==> config.mk <==
export PLATFORM = sky130hd
export DESIGN_NAME = rf_writeback_ctrl
export DESIGN_NICKNAME = d
export VERILOG_FILES = /design/src/rtl/rf_pkg.sv /design/src/rtl/rf_ldq.sv /design/src/rtl/rf_writeback_ctrl.sv
export SDC_FILE = /design/constraint.sdc
export NUM_CORES = 1
export LEC_CHECK = 0
export CAP_MARGIN = 40
export CORE_UTILIZATION = 54
export CTS_BUF_LIST = sky130_fd_sc_hd__clkbuf_4
export CTS_CLUSTER_DIAMETER = 30
export CTS_CLUSTER_SIZE = 10
export DETAILED_ROUTE_END_ITERATION = 16
export DONT_BUFFER_PORTS = 1
export PLACE_DENSITY = 0.78
export SLEW_MARGIN = 0
export SYNTH_ARGS = -nofsm -noshare
export SYNTH_HDL_FRONTEND = slang
export SYNTH_SLANG_ARGS = --single-unit
==> constraint.sdc <==
create_clock -name CLK -period 2.9 [get_ports CLK]
set_input_delay 0.725 -clock CLK [delete_from_list [all_inputs] [get_ports CLK]]
set_output_delay 0.725 -clock CLK [all_outputs]
set_load 0.02 [all_outputs]
==> src/rtl/rf_pkg.sv <==
// Shared definitions for the register-file write-back path.
package rf_pkg;

  localparam int NUM_REGS   = 21;
  localparam int REG_ADDR_W = 5;
  localparam int XLEN       = 32;

  // One pending register write: destination and value.
  typedef struct packed {
    logic [REG_ADDR_W-1:0] rd;
    logic [XLEN-1:0]       data;
  } wb_entry_t;

endpackage

==> src/rtl/rf_ldq.sv <==
// Load response buffer: small synchronous FIFO of write-back entries.
// Pointers carry one extra wrap bit so full and empty are distinguishable.
module rf_ldq
  import rf_pkg::*;
#(
  parameter int DEPTH = 2
) (
  input  logic      clk,
  input  logic      rst,
  input  logic      push,
  input  wb_entry_t push_entry,
  input  logic      pop,
  output wb_entry_t head,
  output logic      full,
  output logic      empty
);

  localparam int             PTR_W   = $clog2(DEPTH);
  localparam logic [PTR_W:0] PTR_INC = (PTR_W + 1)'(1);

  wb_entry_t      mem [DEPTH];
  logic [PTR_W:0] wr_ptr;
  logic [PTR_W:0] rd_ptr;

  assign empty = (wr_ptr == rd_ptr);
  assign full  = (wr_ptr[PTR_W] != rd_ptr[PTR_W]) &&
                 (wr_ptr[PTR_W-1:0] == rd_ptr[PTR_W-1:0]);
  assign head  = mem[rd_ptr[PTR_W-1:0]];

  // Advance read/write pointers; a push while full is refused.
  always_ff @(posedge clk or posedge rst) begin
    if (rst) begin
      wr_ptr <= '0;
      rd_ptr <= '0;
    end else begin
      if (push && !full) wr_ptr <= wr_ptr + PTR_INC;
      if (pop && !empty) rd_ptr <= rd_ptr + PTR_INC;
    end
  end

  // Entry storage; contents are don't-care until the write pointer passes them.
  always_ff @(posedge clk) begin
    if (push && !full) mem[wr_ptr[PTR_W-1:0]] <= push_entry;
  end

endmodule

==> src/rtl/rf_writeback_ctrl.sv <==
// Register-file write-port controller. Merges ALU results and buffered load
// responses into one registered write (WE3/A3/WD3), tracks outstanding loads
// in a scoreboard for decode stalls, and bounds how long the ALU can starve
// a waiting load.
module rf_writeback_ctrl #(
  parameter int NUM_REGS   = rf_pkg::NUM_REGS,
  parameter int LDQ_DEPTH  = 2,
  parameter int STARVE_MAX = 3
) (
  input  logic                          CLK,
  input  logic                          reset,
  input  logic                          issue_valid,
  input  logic [rf_pkg::REG_ADDR_W-1:0] issue_rd,
  input  logic [rf_pkg::REG_ADDR_W-1:0] A1,
  input  logic [rf_pkg::REG_ADDR_W-1:0] A2,
  output logic                          stall,
  input  logic                          alu_valid,
  output logic                          alu_ready,
  input  logic [rf_pkg::REG_ADDR_W-1:0] alu_rd,
  input  logic [rf_pkg::XLEN-1:0]       alu_data,
  input  logic                          ld_valid,
  output logic                          ld_ready,
  input  logic [rf_pkg::REG_ADDR_W-1:0] ld_rd,
  input  logic [rf_pkg::XLEN-1:0]       ld_data,
  output logic                          WE3,
  output logic [rf_pkg::REG_ADDR_W-1:0] A3,
  output logic [rf_pkg::XLEN-1:0]       WD3,
  output logic                          err
);

  import rf_pkg::*;

  localparam int                     STARVE_W   = $clog2(STARVE_MAX + 1);
  localparam logic [STARVE_W-1:0]    STARVE_LIM = STARVE_W'(STARVE_MAX);
  localparam logic [STARVE_W-1:0]    STARVE_INC = STARVE_W'(1);
  localparam logic [REG_ADDR_W:0]    REG_LIM    = (REG_ADDR_W + 1)'(NUM_REGS);

  // Destination is an implemented architectural register.
  function automatic logic rd_legal(input logic [REG_ADDR_W-1:0] rd);
    return {1'b0, rd} < REG_LIM;
  endfunction

  wb_entry_t              ld_entry;
  wb_entry_t              ldq_head;
  logic                   ldq_push;
  logic                   ldq_pop;
  logic                   ldq_full;
  logic                   ldq_empty;
  logic                   alu_take;
  logic                   sel_vld_p0;
  logic [REG_ADDR_W-1:0]  sel_rd_p0;
  logic [XLEN-1:0]        sel_data_p0;
  logic                   wr_en_p0;
  logic [NUM_REGS-1:0]    busy;
  logic [NUM_REGS-1:0]    busy_n;
  logic [STARVE_W-1:0]    starve;
  logic [STARVE_W-1:0]    starve_n;
  logic                   err_n;

  assign ld_entry  = '{rd: ld_rd, data: ld_data};
  assign ld_ready  = !ldq_full;
  assign ldq_push  = ld_valid && !ldq_full;
  // Once the load head has lost STARVE_MAX times in a row, the ALU must wait.
  assign alu_ready = (starve < STARVE_LIM) || ldq_empty;
  assign alu_take  = alu_valid && alu_ready;
  assign ldq_pop   = !alu_take && !ldq_empty;

  rf_ldq #(
    .DEPTH      (LDQ_DEPTH)
  ) u_ldq (
    .clk        (CLK),
    .rst        (reset),
    .push       (ldq_push),
    .push_entry (ld_entry),
    .pop        (ldq_pop),
    .head       (ldq_head),
    .full       (ldq_full),
    .empty      (ldq_empty)
  );

  // Pick this cycle's write source; x0 and illegal destinations are consumed
  // but never reach the write port.
  always_comb begin
    sel_vld_p0  = 1'b0;
    sel_rd_p0   = ldq_head.rd;
    sel_data_p0 = ldq_head.data;
    if (alu_take) begin
      sel_vld_p0  = 1'b1;
      sel_rd_p0   = alu_rd;
      sel_data_p0 = alu_data;
    end else if (!ldq_empty) begin
      sel_vld_p0  = 1'b1;
    end
    wr_en_p0 = sel_vld_p0 && (sel_rd_p0 != '0) && rd_legal(sel_rd_p0);
  end

  // Decode stall: either source names a register with a load still in flight.
  always_comb begin
    stall = 1'b0;
    for (int i = 1; i < NUM_REGS; i++) begin
      if (busy[i] && ((A1 == REG_ADDR_W'(i)) || (A2 == REG_ADDR_W'(i)))) stall = 1'b1;
    end
  end

  // Next scoreboard, starve count and error flag; a new issue to the same rd
  // overrides the clear from the older load being written back.
  always_comb begin
    busy_n = busy;
    for (int i = 1; i < NUM_REGS; i++) begin
      if (ldq_pop && (ldq_head.rd == REG_ADDR_W'(i))) busy_n[i] = 1'b0;
      if (issue_valid && (issue_rd == REG_ADDR_W'(i))) busy_n[i] = 1'b1;
    end
    busy_n[0] = 1'b0;

    starve_n = starve;
    if (ldq_empty || ldq_pop) starve_n = '0;
    else if (alu_take)        starve_n = starve + STARVE_INC;

    err_n = err ||
            (issue_valid && !rd_legal(issue_rd)) ||
            (sel_vld_p0 && !rd_legal(sel_rd_p0));
  end

  // State and registered write port; A3/WD3 keep their last value when idle.
  always_ff @(posedge CLK or posedge reset) begin
    if (reset) begin
      busy   <= '0;
      starve <= '0;
      err    <= 1'b0;
      WE3    <= 1'b0;
      A3     <= '0;
      WD3    <= '0;
    end else begin
      busy   <= busy_n;
      starve <= starve_n;
      err    <= err_n;
      WE3    <= wr_en_p0;
      if (wr_en_p0) begin
        A3  <= sel_rd_p0;
        WD3 <= sel_data_p0;
      end
    end
  end

endmodule
Word-level counts from Yosys, hierarchy flattened
Memory sizes are Yosys's and may differ from the RTL's.
Index checks and enable logic that the tools add are counted.
{"block": "word_totals", "ff_bits": 65, "mem_bits_rw": 74, "input_bits": 94, "elab_cells": 306, "n_memories": 1}
{"block": "classes", "add_sub_neg": 3, "order_cmp": 3, "n_eq_ne": 83, "muxes": 68, "reduce_logical": 121}
{"name": "u_ldq.mem", "words": 2, "width": 37, "read_ports": 1, "rd_ports_with_merged_regs": 0, "wr": 1, "line": "rf_ldq.sv:21", "rtl": "wb_entry_t mem [DEPTH];"}
{"operator": "== test 5 x 4 -> 1 bit (second input constant)", "count": 32}
{"operator": "== test 5 bit (second input constant)", "count": 20}
{"operator": "== test 5 x 3 -> 1 bit (second input constant)", "count": 16}
{"operator": "logical AND 1 bit", "count": 70}
{"operator": "two-way mux 1 bit", "count": 64}
{"operator": "nonzero test 2 bit", "count": 21}
{"operator": "== test 5 x 2 -> 1 bit (second input constant)", "count": 8}
{"operator": "two-way mux 32 bit", "count": 1}
{"operator": "logical OR 1 bit", "count": 24}
{"operator": "== test 5 x 1 -> 1 bit (second input constant)", "count": 4}
{"operator": "< comparator 5 bit (second input constant)", "count": 2}
{"operator": "adder 2 x 1 -> 2 bit (second input constant)", "count": 3}
{"operator": "zero test 1 bit", "count": 5}
{"operator": "two-way mux 5 bit", "count": 1}
{"operator": "nonzero test 5 bit", "count": 1}
{"operator": "two-way mux 2 bit", "count": 2}
{"operator": "== test 2 bit", "count": 1}
{"operator": "< comparator 2 bit (second input constant)", "count": 1}
{"operator": "== test 1 bit", "count": 1}
{"operator": "inequality test 1 bit", "count": 1}

Longest topological paths before layout
{"block": "logic_depth", "word_depth": 23, "depth_mapped": 9, "depth_no_buf": 6}

Modules after synthesis
From an unflattened synthesis, not the netlist that was laid out.
{"block": "unflattened", "cells_unflattened": 462, "area_unflattened_um2": 6531.3}
{"mod": "rf_writeback_ctrl", "instances": 1, "cells_per_inst": 320, "area_per_inst_um2": 3616.0, "seq_area_each_um2": 1526.5}
{"mod": "rf_ldq", "instances": 1, "cells_per_inst": 142, "area_per_inst_um2": 2915.3, "seq_area_each_um2": 2322.2}

Least setup slack after synthesis
OpenSTA, ideal clock, no wires.
{"block": "synth_timing", "kind": "reg2reg", "start": "register u_ldq.rd_ptr[0]", "end": "memory u_ldq.mem[0][0] in the netlist's numbering (enable)", "setup_ns": 0.431, "arrival_ns": 2.614, "slack_ns": -0.145, "path_stages_with_launch": 6, "period_less_slack_ns": 3.045, "cell_sequence": "dfrtp_1 -> buf_6 -> xnor2_2 -> or2b_1 -> nand2_1 -> nor2_1"}
{"block": "synth_via", "elab_chain_cells": 7}
{"item": "start: declaration", "line": "rf_ldq.sv:23", "rtl": "logic [PTR_W:0] rd_ptr;"}
{"item": "start signal: assignment", "line": "rf_ldq.sv:37", "rtl": "if (pop && !empty) rd_ptr <= rd_ptr + PTR_INC;"}
{"item": "== test 1 bit *", "line": "rf_ldq.sv:27", "rtl": "(wr_ptr[PTR_W-1:0] == rd_ptr[PTR_W-1:0]);"}
{"item": "logical AND 1 bit *", "line": "rf_ldq.sv:26", "rtl": "assign full = (wr_ptr[PTR_W] != rd_ptr[PTR_W]) &&"}
{"item": "zero test 1 bit *"}
{"item": "net ld_ready", "line": "rf_writeback_ctrl.sv:22", "rtl": "output logic ld_ready,"}
{"item": "logical AND 1 bit", "line": "rf_writeback_ctrl.sv:62", "rtl": "assign ldq_push = ld_valid && !ldq_full;"}
{"item": "logical AND 1 bit *", "line": "rf_ldq.sv:43", "rtl": "if (push && !full) mem[wr_ptr[PTR_W-1:0]] <= push_entry;"}
{"item": "two-way mux 1 bit *", "line": "rf_ldq.sv:43"}
{"item": "two-way mux 1 bit (implied by the code) *", "line": "rf_ldq.sv:43"}
{"item": "end: declaration", "line": "rf_ldq.sv:21"}
Mark *: on every way through the listed nets, which the timed path passes. The rest lies on a longest branch.

Worst setup path after layout
{"block": "layout_timing", "start": "register busy[15]", "end": "output stall"}
{"block": "layout_via", "elab_chain_cells": 7}
{"item": "start: declaration", "line": "rf_writeback_ctrl.sv:54", "rtl": "logic [NUM_REGS-1:0] busy;"}
{"item": "start signal: assignment", "line": "rf_writeback_ctrl.sv:134", "rtl": "busy <= busy_n;"}
{"item": "logical AND 1 bit", "line": "rf_writeback_ctrl.sv:101", "rtl": "if (busy[i] && ((A1 == REG_ADDR_W'(i)) || (A2 == REG_ADDR_W'(i)))) stall = 1'b1;"}
{"item": "two-way mux 1 bit (6 in series)", "line": "rf_writeback_ctrl.sv:101"}
{"item": "end: declaration", "line": "rf_writeback_ctrl.sv:16", "rtl": "output logic stall,"}
Every way passes these cells.

==> out/summary.json <==
{
  "post_synth_net_total": 558,
  "pin_count_of_the_biggest_net_entering_global_routing": 40,
  "worstPathArrival_ns": 2.02,
  "fraction_of_the_yosys_area_taken_by_sequential_cells": 0.591,
  "power.internal_w": 0.00489,
  "crit_path_max_fanout": 3,
  "floorplan.die_area_um2": 12500,
  "hp-class": "primary input to asynchronous set/reset pin",
  "drt_first_iter_violations": 402,
  "numPortBuffers": 0,
  "cp_top_family": "simple AND/OR/NAND/NOR gates",
  "antenna_violations_before_repair": 0,
  "final_critical_path_share_of_the_clock_period": 0.947,
  "mostFrequentLayoutCells": "mux2_2 (74), edfxtp_1 (74), dfrtp_1 (64), o21ai_0 (42), mux2_4 (32)",
  "postSynthAreaPerCell_um2": 14.1,
  "yosys.area.top_type": "edfxtp_1",
  "top_layer_used": "met4",
  "ys_top_cells_by_area": "edfxtp_1 (34%), dfrtp_1 (25%), mux2_2 (13%)",
  "detail_route.drc_violations": 7,
  "timing_hold_violations_final": 0,
  "area.sequential_um2": 3850,
  "wirelength_met1_um": 5440,
  "number_of_nets_still_failing_antenna_checks_after_routing": 0,
  "root_buffer": "clkbuf_4",
  "layout.filler_cells": 889,
  "cp_cell_sequence": "and3_1 -> nand3_1 -> nand4_1 -> nor4_2 -> nand4_1",
  "die_h_um": 112,
  "area_growth_syn_to_layout_pct": 7.54,
  "number_of_enable_type_register_cells_in_the_synthesized_netlist": 74,
  "routed_via_density": 6.30,
  "final_cell_count_no_fill": 632,
  "finalPower_w": 0.00759,
  "vias": 3983,
  "netlist_instances": 463,
  "p_seq_frac": 0.492,
  "cts_resized": 0,
  "standard_cell_area_after_detailed_placement_um2": 6710,
  "clk_pin_slew_worst_paths_ns": 0.12,
  "antenna_cells_inserted": 0,
  "slowest_cp_cell": "dfrtp_1",
  "wl_met3_um": 1130,
  "critical_path_buffers_and_inverters": 0,
  "core_um2": 11600,
  "layout.cell_area.non_filler_um2": 7010,
  "setup-violations-final": 0,
  "die_w_um": 112,
  "gp_congestion": 1.06,
  "multi_input_combinational_cell_area_um2": 2530,
  "worstPathRequired_ns": 2.17,
  "worst_setup_path_start_kind": "register",
  "final.setup.tns_ns": 0,
  "max_cap_violations": 0,
  "dp_cells": 600,
  "final_clock_skew_ns": 0.0164,
  "cts_tree": "done",
  "headroom_to_the_max_slew_limit": 0.562,
  "floorplan.io_pins": 136,
  "synth_async_reset_ratio": 0.468,
  "later_pin_clock_latency_in_the_skew_report_ns": 0.53,
  "yosys_most_used_dff": "edfxtp_1",
  "power.share.switching": 0.355,
  "irDropWorstVdd_uv": 514,
  "cts.hold.buffers_added": 0,
  "pre_antenna_drt_iters": 11,
  "routed-wl-met2_um": 6630,
  "yosysUniqueCellTypes": 58,
  "leakagePower_nw": 2.64,
  "comb_power_share": 0.340,
  "global_route.usage.total": 0.228,
  "grt_pass1_vias": 4154,
  "p_sw_w": 0.00269,
  "cpMostUsedCell": "nand4_1",
  "clock_sink_count": 139,
  "row_count": 39,
  "synth_top_area_share": 0.341,
  "ys_seq_elements": 139,
  "number_of_buffers_created_by_cts": 17,
  "power-per-cell-area_nw_per_um2": 1080,
  "violations_in_the_final_reports": "design-rule violations",
  "synth.yosys.warnings": 0,
  "unrepaired_setup_endpoints_after_global_routing": "no",
  "result_of_the_run": "complete, but fails checks",
  "grt_remaining_overflow": 0,
  "path_class": "register to output pin",
  "netlist_area_um2": 6520,
  "cts_setup_buffers": 0,
  "final_layout_size_suffix_gt1_frac": 0.339,
  "grt_first_pass_wirelength_um": 21500,
  "wl_per_cell_um": 21.4,
  "detailedPlacementHpwl_um": 9810,
  "timing.critical_path.slowest_cell_delay_ns": 0.44,
  "wirelength_um": 13500,
  "clock.fmax_mhz": 364,
  "worst_pin_slew_ns": 0.656,
  "floorplan.initialDensity": 0.561,
  "clk_path_buf_depth": 2,
  "final_net_count": 571,
  "cts-htree-levels": 4,
  "final_max_slew_viol_count": 0,
  "clock_power_share": 0.167,
  "setup.worst_path.end_class": "output pin",
  "final_period_minus_worst_setup_slack_ns": 2.75
}
==> Yosys cell counts (4+ instances only) <==
cell type  count
clkbuf_1       9
mux2_4        32
buf_6          4
or2_2          4
nor2_1        10
dfrtp_1       65
edfxtp_1      74
nor3_1         4
mux2i_1        4
o21ai_0       42
nand2_1       23
nand3b_1       5
nand3_1       21
nor3b_1        7
nand4_1       11
nand2b_1       7
inv_1          5
nor2b_1        9
mux2_2        74
==> per-stage QoR <==
stage                     utilization  setup WS, ns  hold slack, ns
after floorplan                     -        0.0834           0.416
after global placement          0.576         0.270           0.427
after detailed placement        0.578         0.217           0.457
after CTS                       0.603        0.0851           0.118
after global routing            0.604       0.00813           0.153
final                           0.604         0.154           0.156
==> layer usage <==
layer | vias up | global-route usage
li1 | 1788 | -
met1 | 1975 | 0.272
met2 | 187 | 0.371
met3 | 33 | 0.0806
met4 | 0 | 0.106
met5 | - | 0
==> final timing paths <==
check | startpoint | to | slack, ns | cells past startpoint
setup reg to reg | u_ldq.wr_ptr[0] | WD3[2] | 0.50 | 6
max in group asynchronous | reset | u_ldq.rd_ptr[0] | 2.09 | 2
min in group CLK | ld_data[9] | u_ldq.mem[0][9] | 0.28 | 0
hold reg to reg | starve[0] | starve[0] | 0.47 | 1
hold / removal | reset | WD3[30] | 0.16 | 1
setup / recovery | busy[15] | stall | 0.15 | 5
==> kinds of logic after synthesis <==
| kind of cell | Yosys count | synth area share |
|---|---|---|
| simple gates | 112 | 0.0945 |
| mux | 111 | 0.210 |
| buf+inv | 24 | 0.0250 |
| fa+ha+maj | 1 | 0.00192 |
| compound gates | 70 | 0.0680 |
| xor+xnor | 6 | 0.0104 |
| flops | 139 | 0.591 |
==> state kept, by name (all words and copies together), names as in the netlist <==
register / count
A3: 5
WD3: 32
WE3: 1
busy: 20
err: 1
starve: 2
u_ldq.mem: 74
u_ldq.rd_ptr: 2
u_ldq.wr_ptr: 2
==> area by class of cell <==
cell class                      instances  area share
Timing Repair Buffer                   13      0.0203
Multi-Input combinational cell        300       0.361
Sequential cell                       139       0.549
Clock buffer                           18      0.0193
Clock inverter                         14      0.0220
Tap cell                              143      0.0255
Inverter                                5     0.00268
==> worst register-to-register path: stages (launching register included) <==
cell	delay, ns
dfrtp_1	0.49
xnor2_2	0.25
a21bo_2	0.27
nand2_2	0.12
o211ai_4	0.55
buf_12	0.27
mux2_2	0.35
==> power by group through the flow <==
stage                     clock (W)  sequential (W)  combinational, W
after floorplan                   0         0.00360           0.00213
after global placement            0         0.00374           0.00246
after detailed placement          0         0.00377           0.00260
after CTS                   0.00129         0.00374           0.00260
after global routing        0.00136         0.00381           0.00281
final                       0.00127         0.00374           0.00258
No activity file was read; power rests on OpenSTA's default activity.
